==> config.mk <==
export PLATFORM = sky130hd
export DESIGN_NAME = seq_alu_flat
export DESIGN_NICKNAME = d
export VERILOG_FILES = /design/src/rtl/seq_alu_if.sv /design/src/rtl/seq_alu.sv /design/src/flat_wrapper.sv
export SDC_FILE = /design/constraint.sdc
export NUM_CORES = 1
export LEC_CHECK = 0
export CORE_AREA = 2 2 84 118
export DETAILED_ROUTE_END_ITERATION = 10
export DIE_AREA = 0 0 86 120
export GPL_TIMING_DRIVEN = 0
export PLACE_DENSITY = 0.67
export SLEW_MARGIN = 20
export SYNTH_ARGS = -nofsm -noshare
export SYNTH_HDL_FRONTEND = slang
export SYNTH_SLANG_ARGS = --single-unit
==> constraint.sdc <==
create_clock -name CLK -period 6 [get_ports CLK]
set_input_delay 0.9 -clock CLK [delete_from_list [all_inputs] [get_ports CLK]]
set_output_delay 0.9 -clock CLK [all_outputs]
set_load 0.005 [all_outputs]
==> src/rtl/seq_alu_if.sv <==
// Operand/result bus between the register file and the sequential ALU.
// The master drives the operation request; the slave (ALU) returns the write.
interface seq_alu_if;
  logic [7:0] DATA1;
  logic [7:0] DATA2;
  logic [2:0] SELECT;
  logic [2:0] DEST;
  logic       START;
  logic [7:0] RESULT;
  logic [2:0] INADDRESS;
  logic       WRITE;
  logic       BUSY;
  logic       DONE;

  modport master (
    output DATA1, DATA2, SELECT, DEST, START,
    input  RESULT, INADDRESS, WRITE, BUSY, DONE
  );

  modport slave (
    input  DATA1, DATA2, SELECT, DEST, START,
    output RESULT, INADDRESS, WRITE, BUSY, DONE
  );
endinterface

==> src/rtl/seq_alu.sv <==
// Multi-cycle 8-bit ALU: single-step logic/add, 8-step shift-add multiply,
// and bit-per-step shifts; result written back through a one-cycle strobe.
module seq_alu (
  input logic     CLK,
  input logic     RESET,
  seq_alu_if.slave bus
);

  typedef enum logic [1:0] {
    IDLE = 2'd0,
    EXEC = 2'd1,
    FIN  = 2'd2
  } state_t;

  state_t     state_q, state_d;
  logic [7:0] a_q, b_q, acc_q;
  logic [7:0] a_d, b_d, acc_d, res_d;
  logic [2:0] sel_q, dest_q;
  logic [3:0] cnt_q, cnt_ld;
  logic       shz_q;
  logic [7:0] result_q;
  logic [2:0] inaddr_q;

  // Step count for the request on the bus; zero shift still costs one step.
  always_comb begin
    cnt_ld = 4'd1;
    unique case (bus.SELECT)
      3'b100: cnt_ld = 4'd8;
      3'b101,
      3'b110,
      3'b111: begin
        if (bus.DATA2[2:0] == 3'd0) cnt_ld = 4'd1;
        else cnt_ld = {1'b0, bus.DATA2[2:0]};
      end
      default: cnt_ld = 4'd1;
    endcase
  end

  // One EXEC step on the captured operands.
  always_comb begin
    a_d   = a_q;
    b_d   = b_q;
    acc_d = acc_q;
    res_d = 8'h00;
    unique case (sel_q)
      3'b000: res_d = b_q;
      3'b001: res_d = a_q + b_q;
      3'b010: res_d = a_q & b_q;
      3'b011: res_d = a_q | b_q;
      3'b100: begin
        acc_d = acc_q + (b_q[0] ? a_q : 8'h00);
        a_d   = {a_q[6:0], 1'b0};
        b_d   = {1'b0, b_q[7:1]};
        res_d = acc_d;
      end
      3'b101: begin
        a_d   = shz_q ? a_q : {a_q[6:0], 1'b0};
        res_d = a_d;
      end
      3'b110: begin
        a_d   = shz_q ? a_q : {1'b0, a_q[7:1]};
        res_d = a_d;
      end
      3'b111: begin
        a_d   = shz_q ? a_q : {a_q[0], a_q[7:1]};
        res_d = a_d;
      end
    endcase
  end

  // Next-state logic; START outside IDLE is simply not looked at.
  always_comb begin
    state_d = state_q;
    unique case (state_q)
      IDLE: if (bus.START) state_d = EXEC;
      EXEC: if (cnt_q == 4'd1) state_d = FIN;
      FIN:  state_d = IDLE;
      default: state_d = IDLE;
    endcase
  end

  // State register with synchronous active-low reset.
  always_ff @(posedge CLK) begin
    if (!RESET) state_q <= IDLE;
    else state_q <= state_d;
  end

  // Operand capture, per-step update and result write-back.
  always_ff @(posedge CLK) begin
    if (!RESET) begin
      a_q      <= 8'h00;
      b_q      <= 8'h00;
      acc_q    <= 8'h00;
      sel_q    <= 3'd0;
      dest_q   <= 3'd0;
      cnt_q    <= 4'd0;
      shz_q    <= 1'b0;
      result_q <= 8'h00;
      inaddr_q <= 3'd0;
    end else if (state_q == IDLE && bus.START) begin
      a_q    <= bus.DATA1;
      b_q    <= bus.DATA2;
      acc_q  <= 8'h00;
      sel_q  <= bus.SELECT;
      dest_q <= bus.DEST;
      cnt_q  <= cnt_ld;
      shz_q  <= (bus.DATA2[2:0] == 3'd0);
    end else if (state_q == EXEC) begin
      a_q   <= a_d;
      b_q   <= b_d;
      acc_q <= acc_d;
      cnt_q <= cnt_q - 4'd1;
      if (cnt_q == 4'd1) begin
        result_q <= res_d;
        inaddr_q <= dest_q;
      end
    end
  end

  assign bus.RESULT    = result_q;
  assign bus.INADDRESS = inaddr_q;
  assign bus.BUSY      = (state_q != IDLE);
  assign bus.DONE      = (state_q == FIN);
  assign bus.WRITE     = (state_q == FIN);

endmodule

==> src/flat_wrapper.sv <==
// flat-port wrapper written by rule: the top's interface ports become plain ports
module seq_alu_flat 
  (CLK, RESET, bus_DATA1, bus_DATA2, bus_SELECT, bus_DEST, bus_START, bus_RESULT, bus_INADDRESS, bus_WRITE, bus_BUSY, bus_DONE);
  seq_alu_if bus_i ();
  input logic CLK;
  input logic RESET;
  input wire logic [$bits(bus_i.DATA1)-1:0] bus_DATA1;
  input wire logic [$bits(bus_i.DATA2)-1:0] bus_DATA2;
  input wire logic [$bits(bus_i.SELECT)-1:0] bus_SELECT;
  input wire logic [$bits(bus_i.DEST)-1:0] bus_DEST;
  input wire logic [$bits(bus_i.START)-1:0] bus_START;
  output wire logic [$bits(bus_i.RESULT)-1:0] bus_RESULT;
  output wire logic [$bits(bus_i.INADDRESS)-1:0] bus_INADDRESS;
  output wire logic [$bits(bus_i.WRITE)-1:0] bus_WRITE;
  output wire logic [$bits(bus_i.BUSY)-1:0] bus_BUSY;
  output wire logic [$bits(bus_i.DONE)-1:0] bus_DONE;
  assign bus_i.DATA1 = bus_DATA1;
  assign bus_i.DATA2 = bus_DATA2;
  assign bus_i.SELECT = bus_SELECT;
  assign bus_i.DEST = bus_DEST;
  assign bus_i.START = bus_START;
  assign bus_RESULT = bus_i.RESULT;
  assign bus_INADDRESS = bus_i.INADDRESS;
  assign bus_WRITE = bus_i.WRITE;
  assign bus_BUSY = bus_i.BUSY;
  assign bus_DONE = bus_i.DONE;
  seq_alu u_core (.CLK(CLK), .RESET(RESET), .bus(bus_i));
endmodule
# After elaboration in Yosys (flattened, before gate mapping)
# Index checks and enable logic that the tools add are counted.
# word_totals
ff_bits	48
out_inout_bits	14
# classes
add_sub_neg	3
muxes	18
n_reduce_logical	15
bitwise_logic	4
n_eq_ne	16
# op_table
cell	count
8-bit two-way mux	9
8-bit case mux with 8 select lines	1
8-bit case mux with 4 select lines	1
3-bit equality test (second input constant)	8
8-bit adder	2
8-bit AND	1
4-bit two-way mux	2
8-bit bitwise OR	1
4-bit case mux with 2 select lines	1
2-bit AND reduction	4
3-bit by 2-bit equality test with 1-bit output (second input constant)	2
3-bit logical NOT	2
2-bit nonzero test	3
5-bit nonzero test	1
4-bit by 1-bit equality test with 1-bit output (second input constant)	1
2-bit two-way mux	2
2-bit case mux with 2 select lines	1
4-bit by 1-bit subtractor with 4-bit output (second input constant)	1
3-bit by 1-bit equality test with 1-bit output (second input constant)	1
3-bit two-way mux	1
3-bit AND reduction	1
3-bit OR reduction	1
2-bit by 1-bit equality test with 1-bit output (second input constant)	1
2-bit equality test (second input constant)	1
6 further kinds	7

# Logic depth before layout (Yosys ltp)
# depth
ltp_word	4
mapped_depth	10
mapped_depth_nobuf	10

# Worst setup path after synthesis
# No wires, ideal clock.
# synth_timing
path_type	reg-to-reg
start	reg u_core.a_q[0]
end	reg u_core.result_q[2], in the netlist u_core.bus.RESULT[2]
arrival_time_ps	2013
path_buffers	0
required_time_ps	5868
stages_incl_launch_ff	11
setup_slack_ps	3855
path_cell_list	dfxtp_1 -> ha_1 -> ha_1 -> inv_1 -> fa_1 -> xor2_1 -> o22a_1 -> nor2_1 -> a211o_1 -> o211ai_1 -> a21oi_1
# synth_via
elab_chain_len	3
# synth_lines
item	line_no	source
start: declaration	seq_alu.sv:16	logic [7:0] a_q, b_q, acc_q;
start signal: assignment	seq_alu.sv:101	a_q <= bus.DATA1;
8-bit two-way mux	seq_alu.sv:51	acc_d = acc_q + (b_q[0] ? a_q : 8'h00);
8-bit adder	seq_alu.sv:51	
8-bit case mux with 8 select lines *	seq_alu.sv:45	unique case (sel_q)
end signal: assignment	seq_alu.sv:114	result_q <= res_d;
end: declaration	seq_alu.sv:21	logic [7:0] result_q;
# Mark *: on every way between the ends. The rest lies on a longest branch, timed or not.
# A chain may end at the register's enable or synchronous reset.

# Worst setup path in the final report
# layout_timing
start	reg u_core.a_q[3]
end	reg u_core.result_q[5], in the netlist u_core.bus.RESULT[5]
# The elaborated chain is that of the path after synthesis.

==> out/metrics.yaml <==
timing:
  rsz0062_at_grt: "no"
  max_freq_mhz: 357.0
  finalHoldViolations: 0
  worst_pin_slew_ns: 0.7196
  setup_viol: 0
  finalCriticalPeriod_ns: 2.801
  clock-skew-final_ns: 0.005587
  period_share: 0.4669
  max-slew-margin-rel: 0.5078
  tns_ns: 0
  finalMaxSlewViolations: 0
  hold_ws_ns: 0.4554
finish:
  nFillCells: 913
  area_growth_pct: 20.77
  drive_above_1_share: 0.03976
  antenna_cells: 0
  fin_cells: 613
  layout.nets: 554
  final_cell_mix: "51 x nand2_1, 48 x dfxtp_1, 43 x nor2_1"
  mostFrequentLayoutCell: "nand2_1"
  fin_util: 0.4450
global_route:
  grt_pass1_wl_um: 17360
  grt_overflow: 0
  grt_max_degree: 17
  grt_use_total: 0.2173
  grt_pass1_vias: 3390
  antenna_found_initial: 0
detailed_routing:
  drt_iter0_markers: 249
  vias: 3527
  wl_per_cell_um: 18.27
  drc_errors: 0
  first_pass_iters: 7
  antenna_left: 0
  drt_wl_total_um: 11200
  post_drt_via_cell_ratio: 5.754
placement:
  place_congestion: 0.9654
  portBuffers: 38
  dp.cells: 605
  hpwl_um: 8639
clock_network:
  cts_hold_buf: 0
  clockRootBuffer: "clkbuf_16"
  ctsResizeCount: 0
  worstSkewPairLatency_ns: 0.30
  cts_num_sinks: 48
  clk_path_buf_depth: 2
  cts.htree.levels: 2
  cts_made_buffers: 5
  cts_setup_buffers: 0
  cts.clk_slew.worst_paths_ns: 0.07
  tritoncts: "yes"
yosys:
  seq_area_frac_synth: 0.2804
  synth_fp_nets: 509
  synth.largest_area_cell: "dfxtp_1"
  ys_types: 56
  synth_cells: 457
  ys_ff_latch: 48
  async_flop_share: 0
  yosysWarnings: 0
  synth.cell_area_sq_um: 3427
  synth_top_cells_by_area: "dfxtp_1 28%, ha_1 9.1%, a21oi_1 5.7%"
  synth_edf_count: 0
  ys.flop_type: "dfxtp_1"
  avgSynthCellArea_sq_um: 7.499
  synth_top_area_share: 0.2804
status:
  status: "complete, no violations"
power:
  combPwrFrac: 0.245
  p_int_uw: 681.1
  power.leakage_nw: 1.576
  vdd_drop_max_mv: 0.1496
  clock_power_share: 0.381
  switchingPower_uw: 306.2
  power_density_nw_per_um2: 238.5
  power_uw: 987.3
  seq_power_share: 0.375
  p_sw_frac: 0.3102
die:
  die-width_um: 86
  core_sq_um: 9301
  start_util: 0.3684
  row_count: 42
  die_area_sq_um: 10320
  fp.dieH_um: 120
  io_pins: 39
min_path:
  holdCritPathClass: "reg -> reg"
worst_setup_path:
  cp_max_fo: 8
  cp.arrival_ns: 2.95
  critical_path_class: "reg -> reg"
  critPathCaptureType: "register"
  rrSetupSlack_ns: 3.20
  worst_ep_required_time_ns: 6.15
  cp-start-kind: "register"
flow_run:
  max_cap_violations: 0
-- critical path, stage by stage, from the launching register on --
cell	delay (ns)
dfxtp_1	0.50
inv_1	0.14
ha_1	0.38
and3_1	0.22
a221o_1	0.37
a21o_1	0.19
a2111oi_0	0.68
o21ai_1	0.18
-- path summary, 6_finish.rpt --
check,start,end,cells after the start
worst max-delay path,u_core.a_q[3],u_core.bus.RESULT[5],7
worst min-delay path,u_core.dest_q[1],u_core.bus.INADDRESS[1],2
worst max register to register,u_core.a_q[3],u_core.bus.RESULT[5],7
worst min register to register,u_core.dest_q[1],u_core.bus.INADDRESS[1],2
-- synth_stat cells (5+ instances only) --
| master | instances |
|---|---|
| a21oi_1 | 39 |
| buf_1 | 5 |
| nand2b_1 | 7 |
| nor3_1 | 8 |
| a221oi_1 | 7 |
| o211ai_1 | 10 |
| or3_1 | 8 |
| nand3_1 | 19 |
| nand2_1 | 51 |
| mux2i_1 | 8 |
| clkbuf_1 | 17 |
| nor2_1 | 43 |
| o21ai_0 | 26 |
| dfxtp_1 | 48 |
| ha_1 | 25 |
| inv_1 | 28 |
| nor2b_1 | 8 |
| xnor2_1 | 7 |
| a21o_1 | 6 |
| a211oi_1 | 17 |
-- metal layers --
layer  track usage  part of all wire  vias up
li1              -                 -     1725
met1        0.2397              0.40     1654
met2        0.3900              0.51      112
met3       0.03164             0.040       36
met4        0.1200             0.051        0
met5             0                 0        -
-- power by group through the flow --
stage	clock network, mW	registers, mW	logic (mW)
2_1_floorplan	0	0.366	0.160
3_3_place_gp	0	0.375	0.233
3_5_place_dp	0	0.376	0.237
4_1_cts	0.380	0.368	0.240
5_1_grt	0.389	0.371	0.264
6_report	0.376	0.370	0.242
-- registers in the layout (all words and copies together) (netlist names) --
signal / cells
u_core.cnt_q: 4
u_core.b_q: 8
u_core.bus.RESULT: 8
u_core.a_q: 8
u_core.acc_q: 8
u_core.sel_q: 3
u_core.state_q: 2
u_core.shz_q: 1
u_core.bus.INADDRESS: 3
u_core.dest_q: 3
-- cells by family after synthesis --
logic type / count (synthesis) / share of synthesized area
flops: 48 / 0.2804
simple gates: 160 / 0.2165
buf+inv: 59 / 0.06937
xor+xnor: 10 / 0.02556
compound gates: 145 / 0.2819
fa+ha+maj: 27 / 0.1030
mux: 8 / 0.02337
-- through the flow --
step	worst slack (ns)	instance area (sq um)
floorplan	3.855	3427
global placement	3.290	3945
detailed placement	3.231	3945
CTS	3.231	4139
global route	3.111	4139
finish	3.199	4139
-- cell type report --
class / instances / area, sq um / share of cell area
plain buffers: 29 / 125.1 / 0.03023
clock buffers: 5 / 125.1 / 0.03023
clock inverters: 3 / 68.82 / 0.01663
inverters: 30 / 112.6 / 0.02721
multi-input cells: 350 / 2228 / 0.5384
flip-flops and latches: 48 / 960.9 / 0.2322
well taps: 110 / 137.6 / 0.03325
repair buffers: 38 / 380.4 / 0.09190
No activity file was read; power rests on OpenSTA's default activity.
